===== src/rtl/mem_responder_pkg.sv =====
`default_nettype none
// ============================================================================
// Module   : mem_if_pkg
// Purpose  : Shared definitions for the MEM-stage mreq/mres handshake.
//            Used by both the memory responder and the MEM stage initiator.
// Contents : state_t  - responder state enum
//            WORD_W   - data word width
//            BE_W     - byte-enable width
//            LOAD_WEN - mwen encoding that marks a load
// Revision : 1.0 - initial release
// ============================================================================
package mem_if_pkg;

  localparam int WORD_W = 32;
  localparam int BE_W   = 4;

  // A request with no byte enables set is a load.
  localparam logic [BE_W-1:0] LOAD_WEN = '0;

  typedef enum logic [2:0] {
    IDLE   = 3'd0,
    WAIT   = 3'd1,
    ACCESS = 3'd2,
    READ   = 3'd3,
    DONE   = 3'd4
  } state_t;

endpackage : mem_if_pkg
`default_nettype wire


===== src/rtl/mem_responder_if.sv =====
`default_nettype none
// ============================================================================
// Module   : mem_responder_if
// Purpose  : mreq/mres handshake bundle between the MEM stage (master) and
//            the memory responder (slave).
// Signals  : mreq   - request level, held until mres seen
//            maddr  - byte address
//            mwen   - byte write enables (0 = load)
//            mwdata - store data
//            mres   - response level
//            mrdata - load data, valid while mres high
//            merr   - error qualifier, valid while mres high
// Revision : 1.0 - initial release
// ============================================================================
interface mem_responder_if;
  import mem_if_pkg::*;

  logic              mreq;
  logic [WORD_W-1:0] maddr;
  logic [BE_W-1:0]   mwen;
  logic [WORD_W-1:0] mwdata;
  logic              mres;
  logic [WORD_W-1:0] mrdata;
  logic              merr;

  modport master (
    output mreq, maddr, mwen, mwdata,
    input  mres, mrdata, merr
  );

  modport slave (
    input  mreq, maddr, mwen, mwdata,
    output mres, mrdata, merr
  );

endinterface : mem_responder_if
`default_nettype wire


===== src/rtl/mem_responder_addr_check.sv =====
`default_nettype none
// ============================================================================
// Module   : mem_addr_check
// Purpose  : Combinational alignment and RAM-window check of a byte address.
// Ports    : addr (in, 32)     - byte address
//            err  (out, 1)     - misaligned or outside the RAM window
//            idx  (out, ADDR_W)- word index into the RAM
// Revision : 1.0 - initial release
// ============================================================================
module mem_addr_check
  import mem_if_pkg::*;
#(
  parameter int                ADDR_W    = 8,
  parameter logic [WORD_W-1:0] BASE_ADDR = 32'h0000_0000
) (
  input  logic [WORD_W-1:0] addr,
  output logic              err,
  output logic [ADDR_W-1:0] idx
);

  logic w_misaligned;
  logic w_out_of_window;

  assign w_misaligned = (addr[1:0] != 2'b00);
  assign idx          = addr[ADDR_W+1:2];

  // When the RAM spans the whole address space there are no window bits.
  generate
    if (ADDR_W + 2 < WORD_W) begin : g_window
      assign w_out_of_window = (addr[WORD_W-1:ADDR_W+2] != BASE_ADDR[WORD_W-1:ADDR_W+2]);
    end else begin : g_no_window
      assign w_out_of_window = 1'b0;
    end
  endgenerate

  assign err = w_misaligned | w_out_of_window;

endmodule : mem_addr_check
`default_nettype wire


===== src/rtl/mem_responder.sv =====
`default_nettype none
// ============================================================================
// Module   : mem_responder
// Purpose  : Memory-side responder for the MEM stage mreq/mres handshake.
//            Serves one word request at a time (load or byte-enabled store)
//            against a synchronous RAM with 1-cycle read latency.
// Ports    : clk, reset           - clock, synchronous active-high reset
//            bus (slave modport)  - mreq/maddr/mwen/mwdata in, mres/mrdata/merr out
//            ram_en, ram_we       - RAM enable and byte write enables
//            ram_addr, ram_din    - RAM word address and write data
//            ram_dout             - RAM read data (one cycle after ram_en)
// Revision : 1.0 - initial release
// ============================================================================
module mem_responder
  import mem_if_pkg::*;
#(
  parameter int                ADDR_W      = 8,
  parameter int                WAIT_CYCLES = 0,
  parameter logic [WORD_W-1:0] BASE_ADDR   = 32'h0000_0000
) (
  input  logic              clk,
  input  logic              reset,
  mem_responder_if.slave    bus,
  output logic              ram_en,
  output logic [BE_W-1:0]   ram_we,
  output logic [ADDR_W-1:0] ram_addr,
  output logic [WORD_W-1:0] ram_din,
  input  logic [WORD_W-1:0] ram_dout
);

  localparam logic [3:0] C_WAIT_INIT = (WAIT_CYCLES > 0) ? 4'(WAIT_CYCLES - 1) : 4'd0;

  state_t            r_state,  w_state_nxt;
  logic [3:0]        r_cnt,    w_cnt_nxt;
  logic [ADDR_W-1:0] r_idx,    w_idx_nxt;
  logic [BE_W-1:0]   r_wen,    w_wen_nxt;
  logic [WORD_W-1:0] r_wdata,  w_wdata_nxt;
  logic              r_mres,   w_mres_nxt;
  logic              r_merr,   w_merr_nxt;
  logic [WORD_W-1:0] r_mrdata, w_mrdata_nxt;

  logic              w_err;
  logic [ADDR_W-1:0] w_idx;

  // Only the word index of the address is needed after the check, so that
  // is what gets latched.
  mem_addr_check #(
    .ADDR_W    (ADDR_W),
    .BASE_ADDR (BASE_ADDR)
  ) u_addr_check (
    .addr (bus.maddr),
    .err  (w_err),
    .idx  (w_idx)
  );

  always_comb begin
    w_state_nxt  = r_state;
    w_cnt_nxt    = r_cnt;
    w_idx_nxt    = r_idx;
    w_wen_nxt    = r_wen;
    w_wdata_nxt  = r_wdata;
    w_mres_nxt   = r_mres;
    w_merr_nxt   = r_merr;
    w_mrdata_nxt = r_mrdata;
    ram_en       = 1'b0;
    ram_we       = '0;

    case (r_state)
      IDLE: begin
        if (bus.mreq) begin
          w_idx_nxt   = w_idx;
          w_wen_nxt   = bus.mwen;
          w_wdata_nxt = bus.mwdata;
          if (w_err) begin
            w_state_nxt = DONE;
            w_mres_nxt  = 1'b1;
            w_merr_nxt  = 1'b1;
          end else if (WAIT_CYCLES > 0) begin
            w_state_nxt = WAIT;
            w_cnt_nxt   = C_WAIT_INIT;
          end else begin
            w_state_nxt = ACCESS;
          end
        end
      end

      WAIT: begin
        if (r_cnt == 4'd0) begin
          w_state_nxt = ACCESS;
        end else begin
          w_cnt_nxt = r_cnt - 4'd1;
        end
      end

      ACCESS: begin
        ram_en      = 1'b1;
        ram_we      = r_wen;
        w_state_nxt = READ;
      end

      READ: begin
        // Stores leave the previous load data visible.
        if (r_wen == LOAD_WEN) begin
          w_mrdata_nxt = ram_dout;
        end
        w_mres_nxt  = 1'b1;
        w_merr_nxt  = 1'b0;
        w_state_nxt = DONE;
      end

      DONE: begin
        if (!bus.mreq) begin
          w_mres_nxt  = 1'b0;
          w_merr_nxt  = 1'b0;
          w_state_nxt = IDLE;
        end
      end

      default: begin
        w_state_nxt = IDLE;
      end
    endcase

    // Suppress any RAM write in the reset cycle itself.
    if (reset) begin
      ram_en = 1'b0;
      ram_we = '0;
    end
  end

  always_ff @(posedge clk) begin
    if (reset) begin
      r_state  <= IDLE;
      r_cnt    <= 4'd0;
      r_idx    <= '0;
      r_wen    <= '0;
      r_wdata  <= '0;
      r_mres   <= 1'b0;
      r_merr   <= 1'b0;
      r_mrdata <= '0;
    end else begin
      r_state  <= w_state_nxt;
      r_cnt    <= w_cnt_nxt;
      r_idx    <= w_idx_nxt;
      r_wen    <= w_wen_nxt;
      r_wdata  <= w_wdata_nxt;
      r_mres   <= w_mres_nxt;
      r_merr   <= w_merr_nxt;
      r_mrdata <= w_mrdata_nxt;
    end
  end

  assign ram_addr   = r_idx;
  assign ram_din    = r_wdata;
  assign bus.mres   = r_mres;
  assign bus.merr   = r_merr;
  assign bus.mrdata = r_mrdata;

endmodule : mem_responder
`default_nettype wire

===== src/flat_wrapper.sv =====
// flat-port wrapper written by rule: the top's interface ports become plain ports
module mem_responder_flat import mem_if_pkg::*;
#(
  parameter int                ADDR_W      = 8,
  parameter int                WAIT_CYCLES = 0,
  parameter logic [WORD_W-1:0] BASE_ADDR   = 32'h0000_0000
)
  (clk, reset, ram_en, ram_we, ram_addr, ram_din, ram_dout, bus_mreq, bus_maddr, bus_mwen, bus_mwdata, bus_mres, bus_mrdata, bus_merr);
  mem_responder_if bus_i ();
  input  logic clk;
  input  logic reset;
  output logic ram_en;
  output logic [BE_W-1:0] ram_we;
  output logic [ADDR_W-1:0] ram_addr;
  output logic [WORD_W-1:0] ram_din;
  input  logic [WORD_W-1:0] ram_dout;
  input wire logic [$bits(bus_i.mreq)-1:0] bus_mreq;
  input wire logic [$bits(bus_i.maddr)-1:0] bus_maddr;
  input wire logic [$bits(bus_i.mwen)-1:0] bus_mwen;
  input wire logic [$bits(bus_i.mwdata)-1:0] bus_mwdata;
  output wire logic [$bits(bus_i.mres)-1:0] bus_mres;
  output wire logic [$bits(bus_i.mrdata)-1:0] bus_mrdata;
  output wire logic [$bits(bus_i.merr)-1:0] bus_merr;
  assign bus_i.mreq = bus_mreq;
  assign bus_i.maddr = bus_maddr;
  assign bus_i.mwen = bus_mwen;
  assign bus_i.mwdata = bus_mwdata;
  assign bus_mres = bus_i.mres;
  assign bus_mrdata = bus_i.mrdata;
  assign bus_merr = bus_i.merr;
  mem_responder #(.ADDR_W(ADDR_W), .WAIT_CYCLES(WAIT_CYCLES), .BASE_ADDR(BASE_ADDR)) u_core (.clk(clk), .reset(reset), .bus(bus_i), .ram_en(ram_en), .ram_we(ram_we), .ram_addr(ram_addr), .ram_din(ram_din), .ram_dout(ram_dout));
endmodule

===== config.mk =====
export PLATFORM = sky130hd
export DESIGN_NAME = mem_responder_flat
export DESIGN_NICKNAME = d
export VERILOG_FILES = /design/src/rtl/mem_responder_pkg.sv /design/src/rtl/mem_responder_if.sv /design/src/rtl/mem_responder_addr_check.sv /design/src/rtl/mem_responder.sv /design/src/flat_wrapper.sv
export SDC_FILE = /design/constraint.sdc
export NUM_CORES = 1
export LEC_CHECK = 0
export BUFFER_PORTS_ARGS = -buffer_cell sky130_fd_sc_hd__buf_2
export CAP_MARGIN = 20
export CORE_MARGIN = 4
export CORE_UTILIZATION = 35
export DETAILED_ROUTE_END_ITERATION = 7
export PLACE_DENSITY = 0.65
export SETUP_SLACK_MARGIN = 0.2
export SYNTH_ARGS = -nofsm -noshare
export SYNTH_HDL_FRONTEND = slang
export SYNTH_SLANG_ARGS = --single-unit

===== constraint.sdc =====
create_clock -name clk -period 3.4 [get_ports clk]
set_input_delay 0.34 -clock clk [delete_from_list [all_inputs] [get_ports clk]]
set_output_delay 0.34 -clock clk [all_outputs]
set_load 0.01 [all_outputs]

==> summary.txt, run 1 <==
Cells and area
  • Layout cells sized above 1: 36.4%
  • Nets: 679
  • # diodes: 0
  • Layout area overhead: 33.9%

Clock network
  • Clock Path Buffers: 2
  • Setup bufs post-CTS: 0
  • Clock Latency Late Sink: 350 ps
  • Root Buffer: clkbuf_8
  • CTS tree: built
  • Cts hold-fix bufs: 0
  • # clock sinks: 85
  • PostCTS Resize Cnt: 0
  • Clock-pin slew on the worst setup and hold paths: 100 ps
  • TritonCTS buffer count: 9
  • H-tree Lvls: 3

Setup path
  • Critical-path cell list: nor4b_4 -> and2_1 -> buf_2
  • CP max FO: 13
  • Critical path type: flop to primary output
  • CP required: 3060 ps
  • Crit. End Element: primary output
  • Slowest cell delay on critical path: 700 ps
  • CP bufs+invs: 1
  • Cell family with most CP delay: flip-flops
  • Critical path arrival: 1780 ps
  • Crit start category: flop
  • Stages on worst setup path: 3
  • Reg2Reg Depth: 4
  • Slowest CP cell: dfxtp_1

Flow run
  • # Max-Cap Violations: 0

Synth
  • Predominant post-synthesis flop cell: dfxtp_1
  • Synthesis-stage register bit count: 85
  • Post-synth EDFFs: 0
  • Synthesized cell area: 0.00330 sq mm
  • Mean post-synth cell area: 8.12 sq um
  • Mapped Nets: 511
  • Yosys warns: 0
  • Distinct cells, synth: 38
  • Sequential fraction of the synthesis area: 51.5%
  • Top cells by count, synth: nand2_1 (154), dfxtp_1 (85), a21oi_1 (83), buf_2 (10), buf_6 (8)
  • Yosys top cell area share: 51.5%
  • Post-synthesis cell count: 407
  • Largest area contributor in the netlist: dfxtp_1
  • Top post-synthesis cells by area: dfxtp_1 (51%), nand2_1 (17%), a21oi_1 (13%)
  • Most common cell in the netlist: nand2_1
  • Asr flop ratio synth: 0%

STA
  • Final Critical Period: 2120 ps
  • Rel. slew slack: 32.6%
  • Final Hold Viols: 0
  • Setup ws final: 1280 ps
  • Setup_tns: 0 ps
  • Clock skew: 12.3 ps
  • Worst hold slack: 216 ps
  • Slew @ Worst Pin: 1010 ps
  • Final period utilization: 62.4%
  • Max Clk Rate: 471 MHz
  • Endpoints failing setup: 0
  • Fin. max-slew vios: 0
  • RSZ-0062 raised after global routing: no

Placement
  • DP Wirelength: 6540 um
  • IO buf count: 181
  • Setup WS pre-CTS: 1350 ps
  • GPL Wtd Cong: 0.732

Floorplanning
  • DIE WIDTH: 105 um
  • Row count: 35
  • Core area: 0.00920 sq mm
  • Die Ht: 105 um
  • Starting Density: 35.9%
  • Boundary Pins: 182
  • Die area: 0.0111 sq mm

Routing
  • Drt pass-1 iters: 4
  • DRT iter0 DRCs: 165
  • Final WL: 8950 um
  • DRC viols: 0
  • Routed Antenna Nets: 0
  • DR vias: 3316
  • WL per Instance: 12.9 um
  • DR vias/cell: 4.80

Worst hold path
  • Hold Crit Class: primary input to flop
  • Hold path depth: 3

Outcome
  • Status: completed

Global routing
  • Initial antenna violation count: 0
  • GRT Residual Overflow: 0
  • Vias in the first global route: 3152
  • Gr usage total: 15.9%
  • Largest net degree at the start of global routing: 58
  • Global-route wire length before repair: 14500 um

Pwr
  • Static leakage: 2.00 nW
  • VDD IR-drop max: 255 uV
  • PD cells: 459 mW/mm^2
registers in the layout (all words and copies together), names as in the netlist:
register,flops
u_core.bus.merr,1
u_core.bus.mrdata,32
u_core.bus.mres,1
u_core.r_cnt,4
u_core.r_state,3
u_core.r_wen,4
u_core.ram_addr,8
u_core.ram_din,32
area by class of cell:
| type | instances | area [sq um] |
|---|---|---|
| Timing Repair Buffer | 185 | 936 |
| Clock inverter | 7 | 98.8 |
| Fill cell | 939 | 4770 |
| Inverter | 6 | 22.5 |
| Multi-Input combinational cell | 288 | 1400 |
| Tap cell | 111 | 139 |
| Sequential cell | 85 | 1700 |
| Clock buffer | 9 | 124 |
report_power, final:
group          switching (mW)  leakage [nW]  internal (mW)  total [mW]
clock network           0.372         0.103          0.417       0.790
registers              0.0172         0.692           1.03        1.04
logic                   0.104          1.20         0.0900       0.194
placed cells by master, fill, tap and decap left out, types with 2 or more instances in the layout:
master	count
xnor2_1	2
inv_1	6
nor3_4	2
clkinvlp_4	3
nand3b_1	2
a21oi_1	83
nor4_1	7
clkbuf_8	9
bufinv_16	2
and2_1	6
dfxtp_1	85
nor2_1	6
buf_2	181
buf_4	4
nand2_1	154
nand2b_4	2
nor3_1	3
per-stage QoR:
stage	cell area (sq um)	std cells	utilization [%]	power [mW]
after detailed placement	4200	675	45.7	1.27
after CTS	4420	691	48.1	2.05
after floorplan	3300	407	-	1.16
after global routing	4420	691	48.1	2.13
after global placement	4200	675	45.7	1.26
final	4420	691	48.1	2.03
layer usage:
| layer | GRT usage, % | vias up | share of wire [%] | routed length (um) |
|---|---|---|---|---|
| met2 | 26.9 | 136 | 48 | 4290 |
| met5 | 0 | - | 0 | 0 |
| met3 | 6.18 | 15 | 9.2 | 824 |
| met1 | 18.2 | 1495 | 41 | 3680 |
| li1 | - | 1670 | - | - |
| met4 | 5.90 | 0 | 1.6 | 145 |
logic make-up after synthesis:
logic type | share of synthesized area (%)
AOI/OAI and AO/OA | 14.5
DFF | 51.5
muxes | 0.303
and+or+nand+nor | 26.6
buffers and inverters | 6.17
xor gates and xnor gates | 0.530
adders and majority gates | 0.379
final timing paths:
path,slack (ps),endpoint,start
worst max-delay path,1280,ram_we[3],u_core.r_state[1]$_SDFFE_PP0P_
worst min-delay path,220,u_core.ram_din[8]$_SDFFE_PP0P_,bus_mwdata[8]
worst max register to register,1380,u_core.bus.mrdata[10]$_SDFFE_PP0P_,u_core.r_state[2]$_SDFFE_PP0P_
worst min register to register,450,u_core.ram_din[12]$_SDFFE_PP0P_,u_core.ram_din[12]$_SDFFE_PP0P_
worst min-delay path, delay by kind of cell:
family / cells / cell delay (ps)
buf+inv: 1 / 90
compound gates: 1 / 50
simple gates: 1 / 40
Note: power is estimated with default switching activity, not from simulation.
==> run 2: changes to the inputs <==
--- a/config.mk
+++ b/config.mk
@@ -10,7 +10,7 @@
 export CORE_MARGIN = 4
 export CORE_UTILIZATION = 35
 export DETAILED_ROUTE_END_ITERATION = 7
-export PLACE_DENSITY = 0.65
+export PLACE_DENSITY = 0.68
 export SETUP_SLACK_MARGIN = 0.2
 export SYNTH_ARGS = -nofsm -noshare
 export SYNTH_HDL_FRONTEND = slang
==> constraint.sdc (replaced) <==
create_clock -name clk -period 1.75 [get_ports clk]
set_input_delay 0.175 -clock clk [delete_from_list [all_inputs] [get_ports clk]]
set_output_delay 0.175 -clock clk [all_outputs]
set_load 0.01 [all_outputs]
==> run 2 against run 1 <==
Net effect:
- final area grew 2.3%
- global-route usage is 0.18 points higher
- critical path depth unchanged
- count of clock-buffer cells in the layout up 2
- via count grew 0.93%
- critical endpoint is now ram_we[0]
- largest power group unchanged
==> summary.txt, run 2 (synthesized netlist as in run 1, its figures left out) <==
Floorplanning
  • Starting Density: 35.9% (unchanged)
  • Core area: 0.00920 sq mm (unchanged)
  • Die Ht: 105 um (unchanged)
  • Row count: 35 (unchanged)
  • DIE WIDTH: 105 um (unchanged)
  • Die area: 0.0111 sq mm (unchanged)
  • Boundary Pins: 182 (unchanged)

Cells and area
  • # diodes: 0 (unchanged)
  • Layout area overhead: 37.0%
  • Nets: 687 (+1.2%)
  • Layout cells sized above 1: 38.3% (+1.9 points)
  • Leading cell type in the layout, fill and taps excluded: buf_2
  • Commonest non-fill, non-tap cells in the layout: buf_2 (181), nand2_1 (154), a21oi_1 (83), dfxtp_1 (82)

Setup path
  • CP max FO: 5 (-8)
  • Slowest cell delay on critical path: 370 ps (-330 ps)
  • Critical path type: flop to primary output
  • Critical path arrival: 1350 ps (-430 ps)
  • Critical-path cell list: nor4b_4 -> and2_1 -> buf_2
  • Slowest CP cell: dfxtp_4
  • Crit start category: flop
  • CP required: 1570 ps (-1490 ps)
  • Crit. End Element: primary output

Routing
  • Final WL: 9000 um (+0.59%)
  • DRT iter0 DRCs: 100 (-39%)
  • Drt pass-1 iters: 4 (unchanged)
  • DRC viols: 0 (unchanged)
  • DR vias/cell: 4.79 (-0.22%)
  • Routed Antenna Nets: 0 (unchanged)
  • DR vias: 3347 (+0.93%)
  • WL per Instance: 12.9 um (-0.56%)

Pwr
  • Combinational Power Share: 10.4% (+0.8 points)
  • Clock power frac: 36.4% (-2.5 points)
  • Psw: 0.927 mW (+88%)
  • Power, Total: 3.81 mW (+88%)
  • Internal cell power: 2.88 mW (+88%)
  • Switch share: 24.3% (about the same)
  • Static leakage: 2.05 nW (+2.9%)
  • PD cells: 842 mW/mm^2 (+84%)
  • VDD IR-drop max: 448 uV (+76%)
  • Sequential share of power: 53.2% (+1.7 points)

STA
  • Max Clk Rate: 657 MHz
  • RSZ-0062 raised after global routing: yes
  • Final period utilization: 87.0%
  • Final Critical Period: 1520 ps
  • Rel. slew slack: 63.8% (+31 points)
  • Setup_tns: 0 ps (unchanged)
  • Clock skew: 10.2 ps (-2.06 ps)
  • Fin. max-slew vios: 0 (unchanged)
  • Slew @ Worst Pin: 538 ps (-473 ps)
  • Endpoints failing setup: 0 (unchanged)
  • Final Hold Viols: 0 (unchanged)

Clock network
  • Cts hold-fix bufs: 0 (unchanged)
  • CTS tree: built
  • # clock sinks: 85 (unchanged)
  • Clock-pin slew on the worst setup and hold paths: 90 ps (about the same)
  • Clock Latency Late Sink: 340 ps (about the same)
  • TritonCTS buffer count: 9 (unchanged)
  • Clock Path Buffers: 2 (unchanged)
  • Root Buffer: clkbuf_8
  • H-tree Lvls: 3 (unchanged)

Placement
  • DP Wirelength: 6680 um (+2.2%)
  • GPL Wtd Cong: 0.830 (+13%)
  • IO buf count: 181 (unchanged)

Flow run
  • # Max-Cap Violations: 0 (unchanged)

Global routing
  • Vias in the first global route: 3245 (+3.0%)
  • Global-route wire length before repair: 14700 um (+1.4%)
  • Initial antenna violation count: 0 (unchanged)
  • Gr usage total: 16.1% (+0.18 points)
  • Largest net degree at the start of global routing: 45 (-22%)
  • GRT Residual Overflow: 0 (unchanged)

Worst hold path
  • Hold Crit Class: primary input to flop

Outcome
  • Status: completed
run 2: changes by cell type in the layout (fill, tap and decap cells not counted), sizes merged:
cell,before,now
clkinvlp,3,1
clkinv,1,3
inv,7,6
buf,185,193
clkbuf,9,11
bufinv,2,1
run 2: path summary, 6_finish.rpt:
| check | slack (ps) | to | from | cells after the start |
|---|---|---|---|---|
| worst min register to register | 450 | u_core.ram_din[11]$_SDFFE_PP0P_ | u_core.ram_din[11]$_SDFFE_PP0P_ | 2 |
| worst max-delay path | 230 | ram_we[0] | u_core.r_state[0]$_SDFFE_PP0P_ | 3 |
| worst min-delay path | 60 | u_core.bus.mrdata[3]$_SDFFE_PP0P_ | ram_dout[3] | 3 |
| worst max register to register | 240 | u_core.r_cnt[2]$_SDFFE_PP0P_ | u_core.r_state[2]$_SDFFE_PP0P_ | 6 |
run 2: cell type report:
class | instances | area [sq um]
timing repair buffer | 193 | 1020
inverter | 6 | 22.5
fill | 912 | 4670
sequential | 85 | 1710
clock inverter | 5 | 60.1
multi-input combinational | 288 | 1430
tap | 111 | 139
clock buffer | 11 | 141
run 2: timing repair:
item                       CTS  global route
gates resized for setup      6             5
setup endpoints to repair   13            12
setup buffers                1             1
hold endpoints to repair     0             0
gates cloned                 0             0
pin swaps                    3             5
run 2: power by group through the flow:
| stage | Clock [mW] | Combinational, mW | Sequential (mW) |
|---|---|---|---|
| 6_report | 1.39 | 0.396 | 2.03 |
| 5_1_grt | 1.54 | 0.444 | 2.04 |
| 4_1_cts | 1.45 | 0.400 | 2.03 |
| 3_5_place_dp | 0 | 0.395 | 2.07 |
| 3_3_place_gp | 0 | 0.387 | 2.07 |
| 2_1_floorplan | 0 | 0.165 | 2.10 |
run 2: critical path, delay by kind of cell, from the launching register on:
| family | cells | cell delay, ps |
|---|---|---|
| and+or+nand+nor | 2 | 510 |
| DFF | 1 | 370 |
| buffers and inverters | 1 | 130 |
run 2: stage by stage:
step / setup WS [ps] / hold WS [ps] / utilization, % / cell area (sq um) / instances
2_1_floorplan: 367 / 311 / - / 3300 / 407
3_3_place_gp: 221 / 414 / 46.4 / 4270 / 681
3_5_place_dp: 212 / 422 / 46.4 / 4270 / 681
4_1_cts: 188 / 34.9 / 48.9 / 4500 / 698
5_1_grt: 117 / 39.7 / 49.2 / 4530 / 699
6_report: 228 / 59.0 / 49.2 / 4530 / 699
run 2: routing by layer:
metal	part of all wire (%)	GRT usage [%]
met1	41	18.1
met2	48	28.0
met3	9.7	6.42
met4	1.5	4.69
met5	0	0
==> run 3: changes to the inputs <==
--- a/config.mk
+++ b/config.mk
@@ -10,7 +10,7 @@
 export CORE_MARGIN = 4
 export CORE_UTILIZATION = 35
 export DETAILED_ROUTE_END_ITERATION = 7
-export PLACE_DENSITY = 0.68
+export PLACE_DENSITY = 0.71
 export SETUP_SLACK_MARGIN = 0.2
 export SYNTH_ARGS = -nofsm -noshare
 export SYNTH_HDL_FRONTEND = slang
==> constraint.sdc (replaced) <==
create_clock -name clk -period 1.75 [get_ports clk]
set_input_delay 0.175 -clock clk [delete_from_list [all_inputs] [get_ports clk]]
set_output_delay 0.175 -clock clk [all_outputs]
set_load 0.05 [all_outputs]
==> run 3 against run 2 <==
Net effect:
- global-route usage is 0.11 points lower
- hold slack worse by 5.9 ps
- via count is 0.66% lower
- sequential power hardly changed
- clock power hardly changed
- flip-flop and latch count stayed put
- sequential share of layout area is 0.58 points lower
- non-clock buffer count stayed put
- register-to-register slack better by 50 ps
- first-iteration DRC count is 52% higher
- clock skew is 2.2 ps higher
- critical path depth is 1 higher
==> summary.txt, run 3 (synthesized netlist as in run 1, its figures left out) <==
Outcome
  • Status: completed

Setup path
  • Critical path arrival: 1370 ps (+20 ps)
  • CP required: 1570 ps (about the same)
  • R2R Path Start: u_core.r_cnt[0]$_SDFFE_PP0P_
  • Slowest cell delay on critical path: 360 ps (about the same)
  • CP max FO: 5 (unchanged)
  • Crit start category: flop
  • Cell family with most CP delay: simple AND/OR/NAND/NOR gates
  • Slowest CP cell: dfxtp_4
  • Reg2Reg Setup Slack: 290 ps (+50 ps)
  • Critical-path cell list: nor4b_4 -> buf_4 -> and2_4 -> buf_8
  • Critical path type: flop to primary output
  • Crit path from: u_core.r_state[0]$_SDFFE_PP0P_
  • Crit. End Element: primary output
  • CP bufs+invs: 2 (+1)

Pwr
  • Static leakage: 2.07 nW (+0.91%)
  • Clock power frac: 34.8% (-1.6 points)
  • Combinational Power Share: 14.5% (+4.1 points)
  • Switch share: 28.3% (+4.0 points)
  • Power, Total: 3.99 mW (+4.7%)
  • Internal cell power: 2.86 mW (-0.76%)
  • PD cells: 869 mW/mm^2 (+3.2%)
  • Psw: 1.13 mW (+22%)
  • VDD IR-drop max: 439 uV (-2.0%)
  • Sequential share of power: 50.7% (-2.5 points)

STA
  • Final period utilization: 88.3% (+1.3 points)
  • Fin. max-slew vios: 0 (unchanged)
  • Final Hold Viols: 0 (unchanged)
  • Clock skew: 12.4 ps (+2.16 ps)
  • RSZ-0062 raised after global routing: yes
  • Setup_tns: 0 ps (unchanged)
  • Rel. slew slack: 73.0% (+9.2 points)
  • Worst hold slack: 53.1 ps (-5.94 ps)
  • Max Clk Rate: 647 MHz (-1.5%)
  • Final Critical Period: 1550 ps (+23.3 ps)
  • Slew @ Worst Pin: 405 ps (-134 ps)
  • Endpoints failing setup: 0 (unchanged)

Routing
  • Final WL: 9030 um (+0.33%)
  • DR vias: 3325 (-0.66%)
  • DR vias/cell: 4.76 (-0.66%)
  • WL per Instance: 12.9 um (+0.33%)
  • Routed Antenna Nets: 0 (unchanged)
  • DRC viols: 0 (unchanged)
  • DRT iter0 DRCs: 152 (+52%)
  • Drt pass-1 iters: 4 (unchanged)

Floorplanning
  • DIE WIDTH: 105 um (unchanged)
  • Row count: 35 (unchanged)
  • Boundary Pins: 182 (unchanged)
  • Die Ht: 105 um (unchanged)
  • Die area: 0.0111 sq mm (unchanged)
  • Starting Density: 35.9% (unchanged)
  • Core area: 0.00920 sq mm (unchanged)

Cells and area
  • Layout cells sized above 1: 38.3% (unchanged)
  • Finished Core Util: 50.0% (+0.73 points)
  • Commonest non-fill, non-tap cells in the layout: buf_2 (177), nand2_1 (154), a21oi_1 (83), dfxtp_1 (83), clkbuf_8 (9)
  • Leading cell type in the layout, fill and taps excluded: buf_2
  • # diodes: 0 (unchanged)
  • Nets: 687 (unchanged)
  • Layout area overhead: 39.0%
  • Final Cell Area: 0.00459 sq mm (+1.5%)

Global routing
  • Initial antenna violation count: 0 (unchanged)
  • Gr usage total: 16.0% (-0.11 points)
  • Largest net degree at the start of global routing: 87 (+93%)
  • Global-route wire length before repair: 14700 um (about the same)
  • GRT Residual Overflow: 0 (unchanged)
  • Vias in the first global route: 3203 (-1.3%)

Clock network
  • # clock sinks: 85 (unchanged)
  • Clock Latency Late Sink: 350 ps (about the same)
  • H-tree Lvls: 3 (unchanged)
  • Clock-pin slew on the worst setup and hold paths: 100 ps (about the same)
  • Root Buffer: clkbuf_8
  • TritonCTS buffer count: 9 (unchanged)
  • CTS tree: built
  • Clock Path Buffers: 2 (unchanged)

Flow run
  • # Max-Cap Violations: 0 (unchanged)

Placement
  • GPL Wtd Cong: 0.781 (-5.9%)
  • IO buf count: 181 (unchanged)
  • DP Wirelength: 6510 um (-2.6%)
  • Placement Cell Area: 0.00429 sq mm (+0.53%)

Worst hold path
  • Hold Crit Class: primary input to flop
  • Hold Path Origin: ram_dout[25]
run 3: repair_timing:
item	4_1_cts	5_1_grt
pin swaps	1	0
setup endpoints to repair	5	80
hold buffers	0	0
gates cloned	0	1
resized for setup	14	4
setup buffers	3	0
run 3: routing by layer:
metal	wire, um	GRT usage [%]	up-vias
met3	915	6.73	16
met2	4200	26.4	135
met1	3740	18.0	1481
met5	0	0	-
li1	-	-	1693
met4	167	6.75	0
run 3: power by group through the flow:
stage / clock network, mW / registers [mW] / logic (mW)
after CTS: 1.45 / 2.03 / 0.571
after global placement: 0 / 2.07 / 0.563
after detailed placement: 0 / 2.07 / 0.570
after global routing: 1.54 / 2.04 / 0.625
final: 1.39 / 2.03 / 0.579
after floorplan: 0 / 2.26 / 0.165
run 3: cell type report:
class / instances / area (sq um)
well taps: 111 / 139
inverters: 6 / 22.5
fillers: 898 / 4600
clock buffers: 10 / 128
flip-flops and latches: 85 / 1710
clock inverters: 6 / 68.8
multi-input cells: 288 / 1420
repair buffers: 193 / 1110
run 3: path summary, 6_finish.rpt:
kind	cells past startpoint	endpoint
worst max-delay path	4	ram_we[0]
worst min-delay path	3	u_core.bus.mrdata[25]$_SDFFE_PP0P_
worst max register to register	6	u_core.r_state[1]$_SDFFE_PP0P_
worst min register to register	2	u_core.ram_din[25]$_SDFFE_PP0P_
run 3: per-stage QoR:
step	instances	setup slack, ps
after global routing	699	101
final	699	205
after floorplan	407	9.46
after CTS	698	169
after detailed placement	679	232
after global placement	679	302
run 3: worst register-to-register path: stages, from the launching register on:
cell       delay (ps)
dfxtp_1           340
inv_1              60
ha_1              180
nor3b_4           300
nor3_4             90
a2111oi_0         260
and2_1            170
